### src/rtl/ascon_seq_ctrl.sv
// Sequencer and result buffer around the Ascon_Encryption core: drives count and
// the one-hot mode strobes, captures C/T at the end of a run and hands them out via valid/ready.
module ascon_seq_ctrl #(
    parameter int AEAD_LAST = 84,
    parameter int HASH_LAST = 99
) (
    input  logic         clk,
    input  logic         rst,
    input  logic         start,
    input  logic [1:0]   mode,
    output logic         busy,
    output logic [6:0]   count,
    output logic         Encryption,
    output logic         Decryption,
    output logic         Hashing,
    input  logic [255:0] core_c,
    input  logic [127:0] core_t,
    input  logic [127:0] tag_exp,
    output logic [127:0] core_tin,
    output logic         out_valid,
    input  logic         out_ready,
    output logic [255:0] c_out,
    output logic [127:0] t_out,
    output logic         auth_ok
);

    typedef enum logic [1:0] {
        IDLE = 2'd0,
        RUN  = 2'd1,
        CAPT = 2'd2,
        DONE = 2'd3
    } state_t;

    localparam logic [1:0] MODE_DEC  = 2'b10;
    localparam logic [1:0] MODE_HASH = 2'b11;

    state_t      state_reg;
    logic [1:0]  mode_reg;
    logic [2:0]  strobe_next;
    logic [6:0]  last_count;
    logic        tag_match;

    // strobe_next[0]=Encryption, [1]=Decryption, [2]=Hashing; one-hot by construction
    generate
        for (genvar gi = 0; gi < 3; gi++) begin : g_strobe
            assign strobe_next[gi] = (mode == 2'(gi + 1));
        end
    endgenerate

    assign last_count = (mode_reg == MODE_HASH) ? 7'(HASH_LAST) : 7'(AEAD_LAST);
    assign tag_match  = (core_t == core_tin);

    always_ff @(posedge clk) begin
        if (rst) begin
            state_reg  <= IDLE;
            mode_reg   <= 2'b00;
            busy       <= 1'b0;
            count      <= 7'd0;
            Encryption <= 1'b0;
            Decryption <= 1'b0;
            Hashing    <= 1'b0;
            core_tin   <= '0;
            out_valid  <= 1'b0;
            c_out      <= '0;
            t_out      <= '0;
            auth_ok    <= 1'b0;
        end else begin
            case (state_reg)
                IDLE: begin
                    if (start && (mode != 2'b00)) begin
                        state_reg  <= RUN;
                        mode_reg   <= mode;
                        core_tin   <= tag_exp;
                        busy       <= 1'b1;
                        count      <= 7'd1;
                        Encryption <= strobe_next[0];
                        Decryption <= strobe_next[1];
                        Hashing    <= strobe_next[2];
                    end
                end
                RUN: begin
                    // The core does its final update on the same edge that leaves RUN.
                    if (count == last_count) begin
                        state_reg  <= CAPT;
                        count      <= 7'd0;
                        Encryption <= 1'b0;
                        Decryption <= 1'b0;
                        Hashing    <= 1'b0;
                    end else begin
                        count <= count + 7'd1;
                    end
                end
                CAPT: begin
                    state_reg <= DONE;
                    busy      <= 1'b0;
                    out_valid <= 1'b1;
                    if (mode_reg == MODE_DEC) begin
                        c_out   <= tag_match ? core_c : '0;
                        t_out   <= core_t;
                        auth_ok <= tag_match;
                    end else if (mode_reg == MODE_HASH) begin
                        c_out   <= core_c;
                        t_out   <= '0;
                        auth_ok <= 1'b1;
                    end else begin
                        c_out   <= core_c;
                        t_out   <= core_t;
                        auth_ok <= 1'b1;
                    end
                end
                DONE: begin
                    // A start coinciding with the handshake is dropped; it must come in IDLE.
                    if (out_ready) begin
                        state_reg <= IDLE;
                        out_valid <= 1'b0;
                    end
                end
                default: state_reg <= IDLE;
            endcase
        end
    end

endmodule
### config.mk
export PLATFORM = sky130hd
export DESIGN_NAME = ascon_seq_ctrl
export DESIGN_NICKNAME = d
export VERILOG_FILES = /design/src/rtl/ascon_seq_ctrl.sv
export SDC_FILE = /design/constraint.sdc
export NUM_CORES = 1
export LEC_CHECK = 0
export ABC_AREA = 1
export ABC_CLOCK_PERIOD_IN_PS = 2700
export BUFFER_PORTS_ARGS = -buffer_cell sky130_fd_sc_hd__buf_2
export CORE_AREA = 2 2 411 413
export DETAILED_ROUTE_END_ITERATION = 8
export DIE_AREA = 0 0 413 415
export PLACE_DENSITY = 0.3
export SETUP_SLACK_MARGIN = 0.05
export SLEW_MARGIN = 10
export SYNTH_ARGS = -nofsm -noshare
export SYNTH_HDL_FRONTEND = slang
export SYNTH_SLANG_ARGS = --single-unit
### constraint.sdc
create_clock -name clk -period 2.7 [get_ports clk]
set_input_delay 0.54 -clock clk [delete_from_list [all_inputs] [get_ports clk]]
set_output_delay 0.54 -clock clk [all_outputs]
set_load 0.01 [all_outputs]
After elaboration in Yosys (flattened, before gate mapping)
Cells that the tools add are included.
Operators by class
  eq/ne operators: 13
  muxes and demuxes: 24
  reductions and logical operators: 12
  add/sub/neg operators: 1
Operators with widths (number)
  256-bit two-way mux: 2
  128-bit two-way mux: 2
  128-bit equality test: 1
  7-bit two-way mux: 2
  7-bit one-hot mux with 2 select lines: 1
  2-bit equality test, second input constant: 6
  1-bit one-hot mux with 2 select lines: 5
  2-bit one-hot mux with 4 select lines: 1
  2-bit AND reduction: 4
  2-bit nonzero test: 4
  7-bit by 1-bit adder with 7-bit output, second input constant: 1
  7-bit equality test: 1
  1-bit two-way mux: 7
  2-bit two-way mux: 3
  6-bit two-way mux: 1
  2-bit != test, second input constant: 3
  3-bit AND reduction: 2
  2-bit by 1-bit equality test with 1-bit output, second input constant: 2
  2-bit logical NOT: 1
  1-bit logical AND: 1
Storage, ports and cells
  register bits: 529
  output and inout bits: 525

Depth between registers and ports, before layout
  depth after elaboration: 5
  depth in mapped cells: 15
  gate-level depth less buffers: 13

Worst setup path before layout
No wires, ideal clock.
  path type: in2reg
  start point: input port core_t[93]
  end point: register c_out[16]
  data required time: 2.630 ns
  data arrival time: 1.713 ns
  path buffers: 2
  stages on the path: 15
  slack: 0.916 ns
  path through: inv_1 -> nand2_1 -> nand2_1 -> nand2_1 -> nor2_1 -> nand2_1 -> nor2_1 -> nand2_1 -> nor2_1 -> nand2_1 -> nand2_2 -> buf_6 -> buf_6 -> nand3_1 -> a21oi_1
On the way
  word-level cells in the longest chain between the ends: 3
Ends and longest elaborated chain
  start, declared: RTL line 17  | input logic [127:0] core_t,
  128-bit equality test: RTL line 51  | assign tag_match = (core_t == core_tin);
  256-bit two-way mux: RTL line 98  | c_out <= tag_match ? core_c : '0;
  256-bit two-way mux: RTL line 97  | if (mode_reg == MODE_DEC) begin
  end signal, assigned: RTL line 98
  end signal, assigned: RTL line 102  | c_out <= core_c;
  end signal, assigned: RTL line 106  | c_out <= core_c;
  end, declared: RTL line 22  | output logic [255:0] c_out,
No other way between the ends.
A chain may end at the register's enable or synchronous reset.

Worst setup path after layout
  start point: register core_tin[1]
  end point: register c_out[236]
On the way
  word-level cells in the longest chain between the ends: 3
Ends and longest elaborated chain
  start, declared: RTL line 19  | output logic [127:0] core_tin,
  start signal, assigned: RTL line 73  | core_tin <= tag_exp;
  128-bit equality test: RTL line 51
  256-bit two-way mux: RTL line 98
  256-bit two-way mux: RTL line 97
No other way between the ends.

==> out/metrics.csv <==
stage,metric,value,unit
routing,M1 wire length,50570,um
synth,post-synth top area share,0.4970,
hold_path,hold crit path type,input port to flop,
routing,DRC errors left,0,
timing,Layout Skew,28.83,ps
routing,metal2 WL,60560,um
timing,Final Max Tran Viols,0,
pwr,PD cells,953.3,nW/um^2
place,# port buffers,1042,
timing,worst setup margin,190.0,ps
synth,"Net Count, Synth",3319,
pwr,Power Total,31.67,mW
critical_path,Critical Path Max Stage Delay,440,ps
grt,antenna violations before repair,27,
pwr,static leakage,15.67,nW
grt,total gr overflow,0,
place,Post-DP Area,30160,sq um
routing,Initial DRC Count,1313,
floorplan,chip width,413,um
grt,largest net degree at the start of global routing,127,
clock_network,H-tree levels,3,
floorplan,Die Y,415,um
timing,min cycle time layout,2510,ps
final_layout,cell area after layout,33220,sq um
place,Final GP Congestion,0.8202,
floorplan,die area,171400,sq um
place,Final HPWL DP,93630,um
floorplan,row count,150,
synth,unique cell type count in the Yosys netlist,28,
clock_network,CTS Buf Count,74,
critical_path,startpoint types,flop,
synth,area of the mapped netlist,21310,sq um
floorplan,core area,166700,sq um
clock_network,CTS Buffer Depth,3,
synth,dominant synthesized flop cell,dfxtp_1,
final_layout,Area Growth Syn to Fin,55.90,%
routing,Via density,3.752,
routing,top routing layer in use,met5,
clock_network,hold_buf cts,0,
grt,number of global-route vias before repair,23160,
clock_network,CTS tree,yes,
place,dpl ws,-606.2,ps
synth,Synth Register Bits,529,
timing,final setup TNS,0,ps
synth,"Seq/Total Area, Yosys",0.4970,
final_layout,Largest regs,"c_out x256, core_tin x128, t_out x128",
routing,routed wire length per instance,20.09,um
synth,Synthesis Warnings,0,
critical_path,WP data required,3290,ps
critical_path,crit-path cells,"xnor2_1, nand2_1, nor2_2, buf_4, nand2_1, nor2_2, nand2_4, nor2_4, nand2_4, nand2_8, buf_12, buf_12, clkbuf_16, nand3_2, a21oi_2",
final_layout,share of cells above drive strength 1,0.3577,
critical_path,crit path max fanout,6,
routing,Vias,23220,
synth,Mean Syn Cell Area,7.624,sq um
timing,Fin Hold WS,108.1,ps
timing,Rel. slew slack,0.3662,
clock_network,Clock Tree Root,clkbuf_16,
final_layout,# fillers,19070,
pwr,worst vdd ir,386.6,uV
timing,final worst path period share,0.9296,
clock_network,clk sinks,529,
synth,Mapped Cells,2795,
synth,Post-synth EDFFs,0,
final_layout,Final nets,4439,
timing,Achievable Freq,0.3984,GHz
final_layout,Biggest register,c_out,
routing,ANT nets after route,0,
synth,"area leader, netlist",dfxtp_1,
critical_path,kind of critical path,flop to flop,
run_status,status,"complete, no violations",
clock_network,Clock Latency Late Sink,660,ps
routing,Routed WL,124300,um
routing,met3 WL,9267,um
grt,total track usage,0.1359,
timing,Finish-stage setup viols,0,
job,Max-Cap Viols,0,
routing,DRT Pass-1 Iters,5,
floorplan,IO Pins,1043,
timing,RSZ-0062 raised after global routing,yes,
synth,ys async rst share,0,
critical_path,Critical-path top delay cell,dfxtp_1,
floorplan,effective utilization at floorplan,0.1279,
timing,Slew @ Worst Pin,950.7,ps
grt,first-pass GRT wire length,170000,um
critical_path,Setup crit end kind,flop,
clock_network,"CTS clk-pin slew, worst paths",60,ps
synth,"top cells by area, synth","dfxtp_1, nand2_1, a21oi_1",
timing,final hold viol count,0,
final_layout,max FFs per register,256,
critical_path,Worst Path Arrival,3100,ps
where the power goes:
group	total, mW	leakage [nW]	internal [mW]	switching (mW)
combinational	10.9	10.2	4.16	6.74
sequential	10.7	4.31	9.58	1.15
clock	10.0	1.19	5.98	4.06
per-layer routing:
metal,vias up,global-route usage
li1,11390,-
met1,10870,0.1576
met2,747,0.2327
met3,190,0.04362
met4,22,0.04789
met5,-,0
through the flow:
| step | util | instances |
|---|---|---|
| after detailed placement | 0.1809 | 6026 |
| after CTS | 0.1957 | 6157 |
| after floorplan | - | 2795 |
| after global placement | 0.1809 | 6026 |
| final | 0.1993 | 6188 |
| after global routing | 0.1992 | 6181 |
Yosys cell counts (7+ instances only):
master	count
clkbuf_1	170
nand4_1	7
buf_6	23
nor2_1	265
o211ai_1	128
dfxtp_1	529
nand2_1	625
nand3_1	264
a21oi_1	289
o21ai_0	158
buf_2	10
xnor2_1	105
inv_1	192
what timing repair did:
action,4_1_cts,5_1_grt
endpoints found under the setup margin,257,246
gates resized for setup,9,66
cloned,0,11
hold endpoints to repair,0,0
pin swaps,1,18
buffers inserted,0,6
layout by cell type, fill, tap and decap left out, drive strengths merged:
cell      instances
nand4             7
diode            14
a21oi           289
nand3           264
clkinv           10
xnor2           105
clkbuf          123
dfxtp           529
o2111ai           1
buf            1247
nor2            266
nor4              1
a31oi             1
inv             195
bufinv            4
o31ai             1
nand2           626
xor2              3
o211ai          128
clkinvlp          1
a22oi             1
ha                6
o21ai           160
nor3              2
area by class of cell:
class                           count  area [sq um]  share of cell area
Antenna cell                       14         35.03            0.001055
Clock buffer                      114          2196             0.06610
Clock inverter                     17         232.7            0.007005
Inverter                          193         744.5             0.02241
Multi-Input combinational cell   1861          9244              0.2782
Sequential cell                   529         10590              0.3189
Tap cell                         2204          2758             0.08301
Timing Repair Buffer             1256          7418              0.2233
path summary, 6_finish.rpt:
kind / cells after the start / to / slack [ps] / from
max: 15 / c_out[236] / 190 / core_tin[1]
min: 3 / core_tin[37] / 110 / tag_exp[37]
max reg2reg: 15 / c_out[236] / 190 / core_tin[1]
min reg2reg: 2 / c_out[76] / 460 / c_out[76]
worst max-delay path, delay by kind of cell (launching register included):
family	cells	cell delay [ps]
xor gates and xnor gates	1	150
DFF	1	440
AOI/OAI and AO/OA	1	160
and+or+nand+nor	9	1020
buffers and inverters	4	650
kinds of logic after synthesis:
logic type | count (synthesis) | synth area share
flip-flops | 529 | 0.4970
XOR/XNOR | 108 | 0.04439
adder cells (fa/ha/maj) | 6 | 0.003523
AND/OR/NAND/NOR | 1166 | 0.2224
buffers and inverters | 405 | 0.08056
AO/OA/AOI/OAI | 581 | 0.1521
Power figures use the tool's default switching activity.
